`src/rtl/cdc_wr_arb.sv`:
```
// Round-robin write arbiter: funnels NREQ valid/ready streams into one async
// FIFO write port, granting one requester at a time for up to BURST beats.

module cdc_wr_arb_lane #(
  parameter int WIDTH = 8
) (
  input  logic             sel,
  input  logic             valid,
  input  logic             mask,
  input  logic             en,
  input  logic             full,
  input  logic [WIDTH-1:0] data,
  output logic             ready,
  output logic             xfer,
  output logic [WIDTH-1:0] dout
);
  assign ready = sel & ~full & en & ~mask;
  assign xfer  = valid & ready;
  assign dout  = xfer ? data : '0;
endmodule

module cdc_wr_arb #(
  parameter int WIDTH = 8,
  parameter int NREQ  = 4,
  parameter int BURST = 4
) (
  input  logic                  clk_a,
  input  logic                  rst_n,
  input  logic                  en,
  input  logic [NREQ-1:0]       req_mask,
  input  logic [NREQ-1:0]       req_valid,
  input  logic [NREQ*WIDTH-1:0] req_data,
  output logic [NREQ-1:0]       req_ready,
  input  logic                  fifo_full,
  output logic                  fifo_wr_en,
  output logic [WIDTH-1:0]      fifo_din,
  output logic [NREQ-1:0]       grant,
  output logic                  busy
);
  localparam int PW = (NREQ > 1) ? $clog2(NREQ) : 1;
  localparam int CW = $clog2(BURST + 1);

  typedef enum logic {IDLE, GRANT} state_t;

  state_t            state_q, state_d;
  logic [PW-1:0]     rr_ptr_q, rr_ptr_d;
  logic [PW-1:0]     gidx_q, gidx_d;
  logic [NREQ-1:0]   grant_q, grant_d;
  logic [CW-1:0]     beat_q, beat_d;

  logic                       live;
  logic [NREQ-1:0]            sel, xfer_v, eligible;
  logic [NREQ-1:0][WIDTH-1:0] data_v, dout_v;
  logic                       found;
  logic [PW-1:0]              pick;
  int                         idx;
  logic                       owner_valid, owner_mask, release_g;
  logic [CW-1:0]              beat_inc;

  // Outputs are forced quiet while reset is held, not only after the edge.
  assign live   = rst_n & (state_q == GRANT);
  assign sel    = grant_q & {NREQ{live}};
  assign busy   = live;
  assign grant  = sel;
  assign data_v = req_data;

  for (genvar i = 0; i < NREQ; i++) begin : g_lane
    cdc_wr_arb_lane #(.WIDTH(WIDTH)) u_lane (
      .sel   (sel[i]),
      .valid (req_valid[i]),
      .mask  (req_mask[i]),
      .en    (en),
      .full  (fifo_full),
      .data  (data_v[i]),
      .ready (req_ready[i]),
      .xfer  (xfer_v[i]),
      .dout  (dout_v[i])
    );
  end

  assign fifo_wr_en = |xfer_v;

  always_comb begin
    fifo_din = '0;
    for (int i = 0; i < NREQ; i++) fifo_din = fifo_din | dout_v[i];
  end

  assign eligible = req_valid & ~req_mask & {NREQ{en}};

  // First eligible index at or above rr_ptr, wrapping.
  always_comb begin
    found = 1'b0;
    pick  = '0;
    idx   = 0;
    for (int k = 0; k < NREQ; k++) begin
      idx = int'(rr_ptr_q) + k;
      if (idx >= NREQ) idx = idx - NREQ;
      if (!found && eligible[idx]) begin
        found = 1'b1;
        pick  = PW'(idx);
      end
    end
  end

  assign owner_valid = |(grant_q & req_valid);
  assign owner_mask  = |(grant_q & req_mask);
  assign beat_inc    = beat_q + CW'(1);
  assign release_g   = (fifo_wr_en && beat_inc == CW'(BURST)) || !owner_valid ||
                       !en || owner_mask;

  always_comb begin
    state_d  = state_q;
    rr_ptr_d = rr_ptr_q;
    gidx_d   = gidx_q;
    grant_d  = grant_q;
    beat_d   = beat_q;
    case (state_q)
      IDLE: begin
        if (found) begin
          state_d = GRANT;
          gidx_d  = pick;
          grant_d = NREQ'(1) << pick;
          beat_d  = '0;
        end
      end
      GRANT: begin
        if (fifo_wr_en) beat_d = beat_inc;
        if (release_g) begin
          state_d  = IDLE;
          grant_d  = '0;
          beat_d   = '0;
          rr_ptr_d = (gidx_q == PW'(NREQ - 1)) ? '0 : gidx_q + PW'(1);
        end
      end
      default: begin
        state_d = IDLE;
        grant_d = '0;
      end
    endcase
  end

  always_ff @(posedge clk_a) begin
    if (!rst_n) begin
      state_q  <= IDLE;
      rr_ptr_q <= '0;
      gidx_q   <= '0;
      grant_q  <= '0;
      beat_q   <= '0;
    end else begin
      state_q  <= state_d;
      rr_ptr_q <= rr_ptr_d;
      gidx_q   <= gidx_d;
      grant_q  <= grant_d;
      beat_q   <= beat_d;
    end
  end
endmodule

```
`config.mk`:
```
export PLATFORM = sky130hd
export DESIGN_NAME = cdc_wr_arb
export DESIGN_NICKNAME = d
export VERILOG_FILES = /design/src/rtl/cdc_wr_arb.sv
export SDC_FILE = /design/constraint.sdc
export NUM_CORES = 1
export LEC_CHECK = 0
export CORE_UTILIZATION = 41
export DETAILED_ROUTE_END_ITERATION = 6
export GPL_ROUTABILITY_DRIVEN = 0
export PLACE_DENSITY = 0.84
export SYNTH_ARGS = -nofsm -noshare
export SYNTH_HDL_FRONTEND = slang
export SYNTH_HIERARCHICAL = 1
export SYNTH_SLANG_ARGS = --single-unit
```
`constraint.sdc`:
```
create_clock -name clk_a -period 2.91 [get_ports clk_a]
set_input_delay 0.873 -clock clk_a [delete_from_list [all_inputs] [get_ports clk_a]]
set_output_delay 0.873 -clock clk_a [all_outputs]
set_load 0.1 [all_outputs]
```
Word-level counts from Yosys, hierarchy flattened
Index checks and enable logic that the tools add are counted.
{"block": "word_totals", "word_cells": 118, "out_inout_bits": 18, "reg_bits": 12}
{"block": "op_classes", "shifts": 1, "n_mux": 39, "n_lt_le_gt_ge": 8, "eq_ne": 5, "n_addsub": 9, "n_bitwise": 32, "n_reduce_logical": 19}
{"op": "less-than comparator 32 x 4 -> 1 bit (second input constant)", "n": 4}
{"op": "two-way mux 32 bit", "n": 4}
{"op": "two-way mux 8 bit", "n": 4}
{"op": "OR 8 bit", "n": 3}
{"op": "bitwise AND 4 bit", "n": 5}
{"op": "bitwise AND 1 bit", "n": 17}
{"op": "two-way mux 1 bit", "n": 14}
{"op": "OR reduction 4 bit", "n": 3}
{"op": "subtractor 3 x 3 -> 4 bit (second input constant)", "n": 3}
{"op": "two-way mux 2 bit", "n": 5}
{"op": ">= comparator 3 bit (second input constant)", "n": 3}
{"op": "two-way mux 3 bit", "n": 3}
{"op": "binary-select mux 1 bit (select 2 bit)", "n": 4}
{"op": "two-way mux 4 bit", "n": 2}
{"op": "case mux 4 bit (2 select lines)", "n": 1}
{"op": "AND reduction 2 bit", "n": 4}
{"op": "adder 2 x 2 -> 3 bit (second input constant)", "n": 2}
{"op": "NOT 1 bit", "n": 6}
{"op": "case mux 3 bit (2 select lines)", "n": 1}
{"op": "zero test 1 bit", "n": 5}
{"op": "logical AND 1 bit", "n": 4}
{"op": "NOT 4 bit", "n": 1}
{"op": "<< shifter 1 x 2 -> 4 bit (first input constant)", "n": 1}
{"op": "subtractor 2 x 3 -> 4 bit (second input constant)", "n": 1}
{"op": "other kinds (11)", "n": 13}

Logic depth before layout (Yosys ltp)
Gate-level depths: netlist of the first run.
{"block": "depth", "depth_word": 19, "ltp_mapped": 10, "ltp_nobuf": 9}

Hierarchy
Netlist of the first run, hierarchy kept.
{"mod": "cdc_wr_arb", "seq_area_each_um2": 240.2, "instances": 1, "area_each_um2": 834.6, "cells_per_inst": 99}
{"mod": "cdc_wr_arb_lane", "seq_area_each_um2": 0.0, "instances": 4, "area_each_um2": 116.4, "cells_per_inst": 21}

Least setup slack after synthesis of the first run
OpenSTA, ideal clock, no wires.
{"block": "synth_path", "kind": "input-to-output", "from": "in rst_n", "to": "out req_ready[3]", "arrival_ps": 3511, "path_stages": 4, "setup_slack_ps": -1474, "n_path_buf": 1, "cell_sequence": "clkbuf_1 > and3_1 > nand3b_4 > nor2_1"}
{"block": "synth_between", "elab_chain_len": 5}
{"element": "start: declaration", "line_no": "28", "source": "input logic rst_n,"}
{"element": "bitwise AND 1 bit", "line_no": "61", "source": "assign live = rst_n & (state_q == GRANT);"}
{"element": "bitwise AND 4 bit", "line_no": "62", "source": "assign sel = grant_q & {NREQ{live}};"}
{"element": "named net grant[3]", "line_no": "37", "source": "output logic [NREQ-1:0] grant,"}
{"element": "bitwise AND 1 bit (3 in a row)", "line_no": "17", "source": "assign ready = sel & ~full & en & ~mask;"}
{"element": "end: declaration", "line_no": "33", "source": "output logic [NREQ-1:0] req_ready,"}
The timed path passes the listed nets, and every way through them passes these cells.

Worst setup path in the final report of the first run
{"block": "layout_path", "from": "in rst_n", "to": "out fifo_wr_en"}
{"block": "layout_between", "elab_chain_len": 7}
{"element": "bitwise AND 1 bit", "line_no": "61"}
{"element": "bitwise AND 4 bit", "line_no": "62"}
{"element": "bitwise AND 1 bit (3 in a row)", "line_no": "17"}
{"element": "bitwise AND 1 bit", "line_no": "18", "source": "assign xfer = valid & ready;"}
{"element": "named net xfer_v[2]", "line_no": "52", "source": "logic [NREQ-1:0] sel, xfer_v, eligible;"}
{"element": "OR reduction 4 bit", "line_no": "81", "source": "assign fifo_wr_en = |xfer_v;"}
{"element": "end: declaration", "line_no": "35", "source": "output logic fifo_wr_en,"}
The timed path passes the listed nets, and every way through them passes these cells.

==> results.toml, run 1 <==
[yosys]
synth-seq-cells = 12
synth_cell_types = 46
async_reset_ff_share_pct = 0
syn_nets = 230
synth_warnings = 6
yosysSeqAreaShare_pct = 18.5
synthCells = 183
synth_flop_cell = "dfxtp_1"
synth_area_sq_mm = 0.00130
synth_area_per_cell_sq_um = 7.10
synth_edf_count = 0

[sta]
fin_setup_tns_ns = -1.17
worst_pin_slew_ns = 0.870
setup_ws_ns = -0.152
min_period_ns = 3.06
rsz0062_at_grt = "true"
max_slew_margin_pct = 40.5
setup_viol = 12
finalHoldViolCount = 0
final-max-slew-violation-count = 0
timing.final.crit_share_pct = 105
skew_ns = 0.0174
max_freq_ghz = 0.327

[pwr]
p_per_area_mw_per_mm2 = 193
switching_share_pct = 37.7
p_leak_nw = 1.28
power_switching_mw = 0.207
fin_total_pwr_mw = 0.548
p_seq_share_pct = 32.7
pwr-share-clk_pct = 20.5
ir_drop_mv = 0.397
p_int_mw = 0.342
combPwrFrac_pct = 46.7

[run_status]
status = "complete, but fails checks"
failed_checks = "setup timing"

[worst_setup_path]
crit_required_ns = 2.04
slowest_stage = "nor4_4"
endpoint_kind = "output pin"
critPathArrivalTime_ns = 2.19
critical_path_peak_fanout = 5
worst-setup-path-type = "in2out"
cp_num_buf_inv = 3
crit_family = "simple AND/OR/NAND/NOR gates"
cpPeakStageDelay_ns = 0.38
cp_cell_sequence = "buf_8, and3_4, nand3b_4, nor3b_4, nor4_4, clkinvlp_4, buf_12"
setup.worst_path.start_class = "input port"

[global_route]
grt_pass1_wl_mm = 12.0
track_usage_pct = 49.4
antenna_found_initial = 0
grt_pass1_vias = 2179
grt_max_degree = 14
overflow = 0

[cells_and_area]
mostFrequentLayoutCells = "buf_4, nand2_1, buf_12, nor3_1, dlygate4sd2_1"
final_common_cell = "buf_4"
drive_gt1_share_pct = 46.7
nets = 338
syn2layout_area_growth_pct = 119
num_antenna_cells = 0

[place]
io_buffers = 61
dpl.hpwl_mm = 4.14

[route]
via_per_inst = 7.15
wl_per_cell_um = 28.0
vias = 2381
drtIter0Drc = 318
ant_nets = 0
wl_mm = 9.34
drc_errors = 0
first_pass_iters = 7

[floorplanning]
boundaryPins = 62
initial_core_util_pct = 42.9
coreArea_sq_mm = 0.00303
dieArea_sq_mm = 0.00340
die_h_um = 58.3
die_x_um = 58.3
rows = 20

[cts]
cts.root.buffer_cell = "clkbuf_4"
clock_sinks = 12
ctsHoldBuffers = 0
cts_tree = "built"
cts.path.max_buffers = 2
cts_buffers = 3
clock_latency_ns = 0.30
clk_pin_slew_ns = 0.07
h-tree-depth = 1

[flow_run]
drv_cap = 0

[worst_hold_path]
min_path_type = "reg2reg"
## power by group through the flow
stage / clock network [mW] / logic, mW / registers, mW
global route: 0.127 / 0.259 / 0.180
global placement: 0 / 0.196 / 0.182
floorplan: 0 / 0.0856 / 0.179
detailed placement: 0 / 0.202 / 0.182
finish: 0.113 / 0.256 / 0.179
CTS: 0.107 / 0.220 / 0.178
## area by class of cell
cell class                 instances  area (sq um)
clock buffer                       3          22.5
fill                              89           181
inverter                           7          30.0
multi-input combinational        157          1260
sequential                        12           240
tap                               44          55.1
timing repair buffer             110          1240
## kinds of logic (layout without fill, tap and decap cells)
group | Yosys count | in the layout | synth area share (%)
compound gates | 28 | 28 | 17.0
simple gates | 122 | 125 | 55.1
fa+ha+maj | 3 | 3 | 2.89
buf+inv | 17 | 120 | 5.68
flops | 12 | 12 | 18.5
mux | 1 | 1 | 0.770
## what timing repair did
| item | 4_1_cts | 5_1_grt |
|---|---|---|
| resized for setup | 75 | 23 |
| pin swaps | 26 | 16 |
| setup buffers | 8 | 2 |
| endpoints found under the setup margin | 15 | 9 |
| cloned | 6 | 0 |
## worst reg2reg max path: stages (launching register included)
cell        delay (ns)
dfxtp_1           0.39
and3_4            0.25
nand3b_4          0.16
nor3b_4           0.08
nor4_4            0.38
clkinvlp_4        0.21
buf_4             0.16
and2_4            0.15
nor3b_2           0.24
o21a_1            0.26
a32o_1            0.17
## routing by layer
metal  track usage (%)  vias to the layer above  wire [um]
li1                  -                      892          -
met1              56.2                     1096       3220
met2              78.5                      288       4090
met3              17.6                      105       1170
met4              32.0                        0        863
met5                 0                        -          0
## worst paths after layout
check / startpoint / to / slack (ns) / cells past startpoint
worst min-delay path: rr_ptr_q[1] / rr_ptr_q[1] / 0.50 / 2
worst max register to register: state_q / grant_q[3] / 0.39 / 10
worst max-delay path: rst_n / fifo_wr_en / -0.15 / 7
worst min register to register: rr_ptr_q[1] / rr_ptr_q[1] / 0.50 / 2
## stage by stage
stage / cells / area (sq um) / setup WS (ns) / hold slack, ns / util [%]
4_1_cts: 331 / 2750 / -0.101 / 0.470 / 90.8
3_5_place_dp: 314 / 2520 / -0.507 / 0.459 / 83.1
2_1_floorplan: 183 / 1430 / -0.337 / 0.433 / -
6_report: 333 / 2850 / -0.152 / 0.496 / 94.0
5_1_grt: 333 / 2850 / -0.202 / 0.510 / 94.0
3_3_place_gp: 314 / 2520 / -0.491 / 0.444 / 83.1
## sequential cells by signal, indices dropped and copies added (netlist names)
register  cells
beat_q        3
gidx_q        2
grant_q       4
rr_ptr_q      2
state_q       1
## cells in the mapped netlist, types with 2 or more instances
cell type	n	area, sq um
nor3_1	33	165
o21a_1	2	15.0
nand3b_1	2	15.0
a32o_1	2	20.0
o2bb2ai_1	2	17.5
o22ai_1	2	12.5
dfxtp_1	12	240
nand2b_1	4	25.0
buf_2	8	40.0
ha_1	3	37.5
or4_1	8	60.1
nor3b_2	5	62.6
and2_1	2	12.5
nor2b_1	3	18.8
o21ai_0	4	20.0
and3_1	3	18.8
nor2_1	12	45.0
nand2_1	37	139
nand3b_4	4	80.1
clkbuf_1	2	7.51
inv_1	7	26.3
nand3_1	2	10.0
Power figures use the tool's default switching activity.
==> run 2, diff against run 1 <==
- PLACE_DENSITY: 0.84 -> 0.8
==> results.toml, run 2 <==
[yosys]
yosysSeqAreaShare_pct = 18.5
synth_warnings = 6
synth_top_area_cell = "dfxtp_1"
synth-seq-cells = 12
synth_area_sq_mm = 0.00130
async_reset_ff_share_pct = 0
syn_nets = 230
yosysTopAreaCellShare_pct = 18.5
synth_cell_types = 46
synth_flop_cell = "dfxtp_1"
ys_top_cells_by_area = "dfxtp_1, nor3_1, nand2_1"
synth_area_per_cell_sq_um = 7.10
synth_edf_count = 0
synth_common_cells = "nand2_1, nor3_1, dfxtp_1, nor2_1"
yosysMostFrequentCell = "nand2_1"
synthCells = 183

[floorplanning]
die_h_um = 58.3
rows = 20
boundaryPins = 62
initial_core_util_pct = 42.9
die_x_um = 58.3

[cts]
cts.path.max_buffers = 2
ctsHoldBuffers = 0
cts_buffers = 3
h-tree-depth = 1
clock_sinks = 12
cts.root.buffer_cell = "clkbuf_4"

[global_route]
track_usage_pct = 70.6
antenna_found_initial = 1
grt_max_degree = 14
overflow = 1

[sta]
worstEndpointGrtRepair = "fifo_wr_en"
worst-ep-kind = "output port"

[place]
io_buffers = 61
dpl.hpwl_mm = 4.13
dp.cells = 316
postPlaceCellArea_sq_mm = 0.00251

[run_status]
firstError = "[ERROR GRT-0232] Routing congestion too high. Check the congestion heatmap in the GUI."
status = "did not finish"
lastStage = "5_1_grt"
-- run 2: what timing repair did --
action,4_1_cts
setup endpoints to repair,17
resized for setup,88
cloned,6
endpoints found under the hold margin,0
buffers inserted,12
pin swaps,42
-- run 2: stage by stage --
| step | setup slack (ns) | setup TNS [ns] | util (%) |
|---|---|---|---|
| floorplan | -0.337 | -3.70 | - |
| CTS | -0.0713 | -0.293 | 93.0 |
| detailed placement | -0.532 | -7.24 | 82.8 |
| global placement | -0.486 | -6.32 | 82.8 |
-- run 2: kinds of logic after synthesis --
group                    after synthesis  share of synthesized area (%)
multiplexers                           1                          0.770
AND/OR/NAND/NOR                      122                           55.1
buffers and inverters                 17                           5.68
AO/OA/AOI/OAI                         28                           17.0
flip-flops                            12                           18.5
adder cells (fa/ha/maj)                3                           2.89
-- run 2: metal layers --
layer,overflow,track usage (%)
met1,0,73.2
met5,0,9.52
met4,1,74.5
met3,0,48.6
met2,0,88.3
==> run 3, diff against run 2 <==
- CORE_AREA: unset -> 2 2 63 65
- CORE_UTILIZATION: 41 -> unset
- DIE_AREA: unset -> 0 0 65 67
- PLACE_DENSITY: 0.8 -> unset
- PLACE_DENSITY_LB_ADDON: unset -> 0.15
==> results.toml, run 3 (synthesis gave the netlist of run 1 again) <==
[floorplanning]
initial_core_util_pct = 36.1
boundaryPins = 62
die_h_um = 67
dieArea_sq_mm = 0.00436
die_x_um = 65
coreArea_sq_mm = 0.00361
rows = 22

[worst_setup_path]
rrSetupSlack_ns = 0.82
critical_path_peak_fanout = 1
setup.worst_path.start_class = "input port"
crit_required_ns = 2.04
critPathArrivalTime_ns = 2.17
worst-setup-path-type = "in2out"
endpoint_kind = "output pin"

[cells_and_area]
num_antenna_cells = 0
syn2layout_area_growth_pct = 120
nets = 342
drive_gt1_share_pct = 42.5
top_register = "grant_q"
largest_reg_flops = 4
fillers = 225
stdcell_count = 342
final_common_cell = "buf_4"
largestRegisters = "grant_q (4), beat_q (3)"
mostFrequentLayoutCells = "buf_4, nand2_1, nor3_1, buf_12, clkdlybuf4s50_1"

[cts]
cts_tree = "built"
clock_latency_ns = 0.24
ctsHoldBuffers = 0
clock_sinks = 12
h-tree-depth = 1
clk_pin_slew_ns = 0.05
cts.root.buffer_cell = "clkbuf_8"
cts.path.max_buffers = 2
cts_buffers = 3

[sta]
max_slew_margin_pct = 71.3
min_period_ns = 3.04
skew_ns = 0.00157
rsz0062_at_grt = "true"
worst_pin_slew_ns = 0.420
final-max-slew-violation-count = 0
timing.final.crit_share_pct = 105
setup_viol = 9
finalHoldViolCount = 0
max_freq_ghz = 0.329
setup_ws_ns = -0.134

[run_status]
status = "complete, but fails checks"
failed_checks = "setup timing"

[route]
vias = 1865
drtIter0Drc = 178
drc_errors = 0
first_pass_iters = 4
via_per_inst = 5.45
wl_mm = 5.54
ant_nets = 0
wl_per_cell_um = 16.2

[worst_hold_path]
min_path_type = "reg2reg"

[pwr]
ir_drop_mv = 0.255
p_leak_nw = 1.31
p_per_area_mw_per_mm2 = 203
fin_total_pwr_mw = 0.581

[place]
dpl.hpwl_mm = 3.82
io_buffers = 61
dp.cells = 321

[global_route]
antenna_found_initial = 0
track_usage_pct = 25.6
grt_pass1_wl_mm = 8.60
overflow = 0
grt_max_degree = 13
grt_pass1_vias = 1869

[flow_run]
drv_cap = 0
==> run 3: timing repair <==
action | CTS | global route
pin swaps | 11 | 16
resized for setup | 53 | 21
setup endpoints to repair | 20 | 9
buffers inserted | 8 | 2
cloned | 7 | 0
==> run 3: area by class of cell <==
class,instances,area (sq um),area share (%)
multi-input combinational,157,1190,41.7
tap,48,60.1,2.10
sequential,12,240,8.40
inverter,7,30.0,1.05
clock buffer,4,55.1,1.92
timing repair buffer,114,1280,44.9
==> run 3: worst max-delay path: stages <==
cell and delay (ns):
clkdlybuf4s50_1 0.42, nand2_1 0.09, nor3_2 0.04, or4_4 0.55
buf_12 0.18
==> run 3: metrics by stage <==
step | util [%] | worst slack, ns | hold slack [ns] | cell area [sq um] | setup TNS (ns)
3_3_place_gp | 70.2 | -0.587 | 0.444 | 2530 | -7.92
5_1_grt | 79.4 | -0.148 | 0.479 | 2860 | -0.844
4_1_cts | 77.2 | -0.0952 | 0.468 | 2790 | -0.680
3_5_place_dp | 70.2 | -0.621 | 0.461 | 2530 | -8.64
2_1_floorplan | - | -0.337 | 0.433 | 1430 | -3.70
6_report | 79.4 | -0.134 | 0.462 | 2860 | -0.592
==> run 3: layer usage <==
layer  vias to the layer above  part of all wire [%]  routed length (um)  GRT usage (%)
met3                        10                   5.5                 304           2.36
met5                         -                     0                   0              0
met1                       877                    41                2250           28.8
li1                        903                     -                   -              -
met2                        75                    52                2890           49.7
met4                         0                   1.8                 100           8.51
==> run 3: power by group <==
part           total, mW  switching (mW)  internal, mW
registers          0.178         0.00714         0.171
logic              0.221          0.0984         0.123
clock network      0.181          0.0619         0.120
total              0.581           0.167         0.413
==> run 3: final timing paths <==
check,from,to,cells past startpoint
max,req_data[26],fifo_din[2],5
min reg2reg,beat_q[1],beat_q[1],2
max reg2reg,state_q,grant_q[2],9
min,beat_q[1],beat_q[1],2
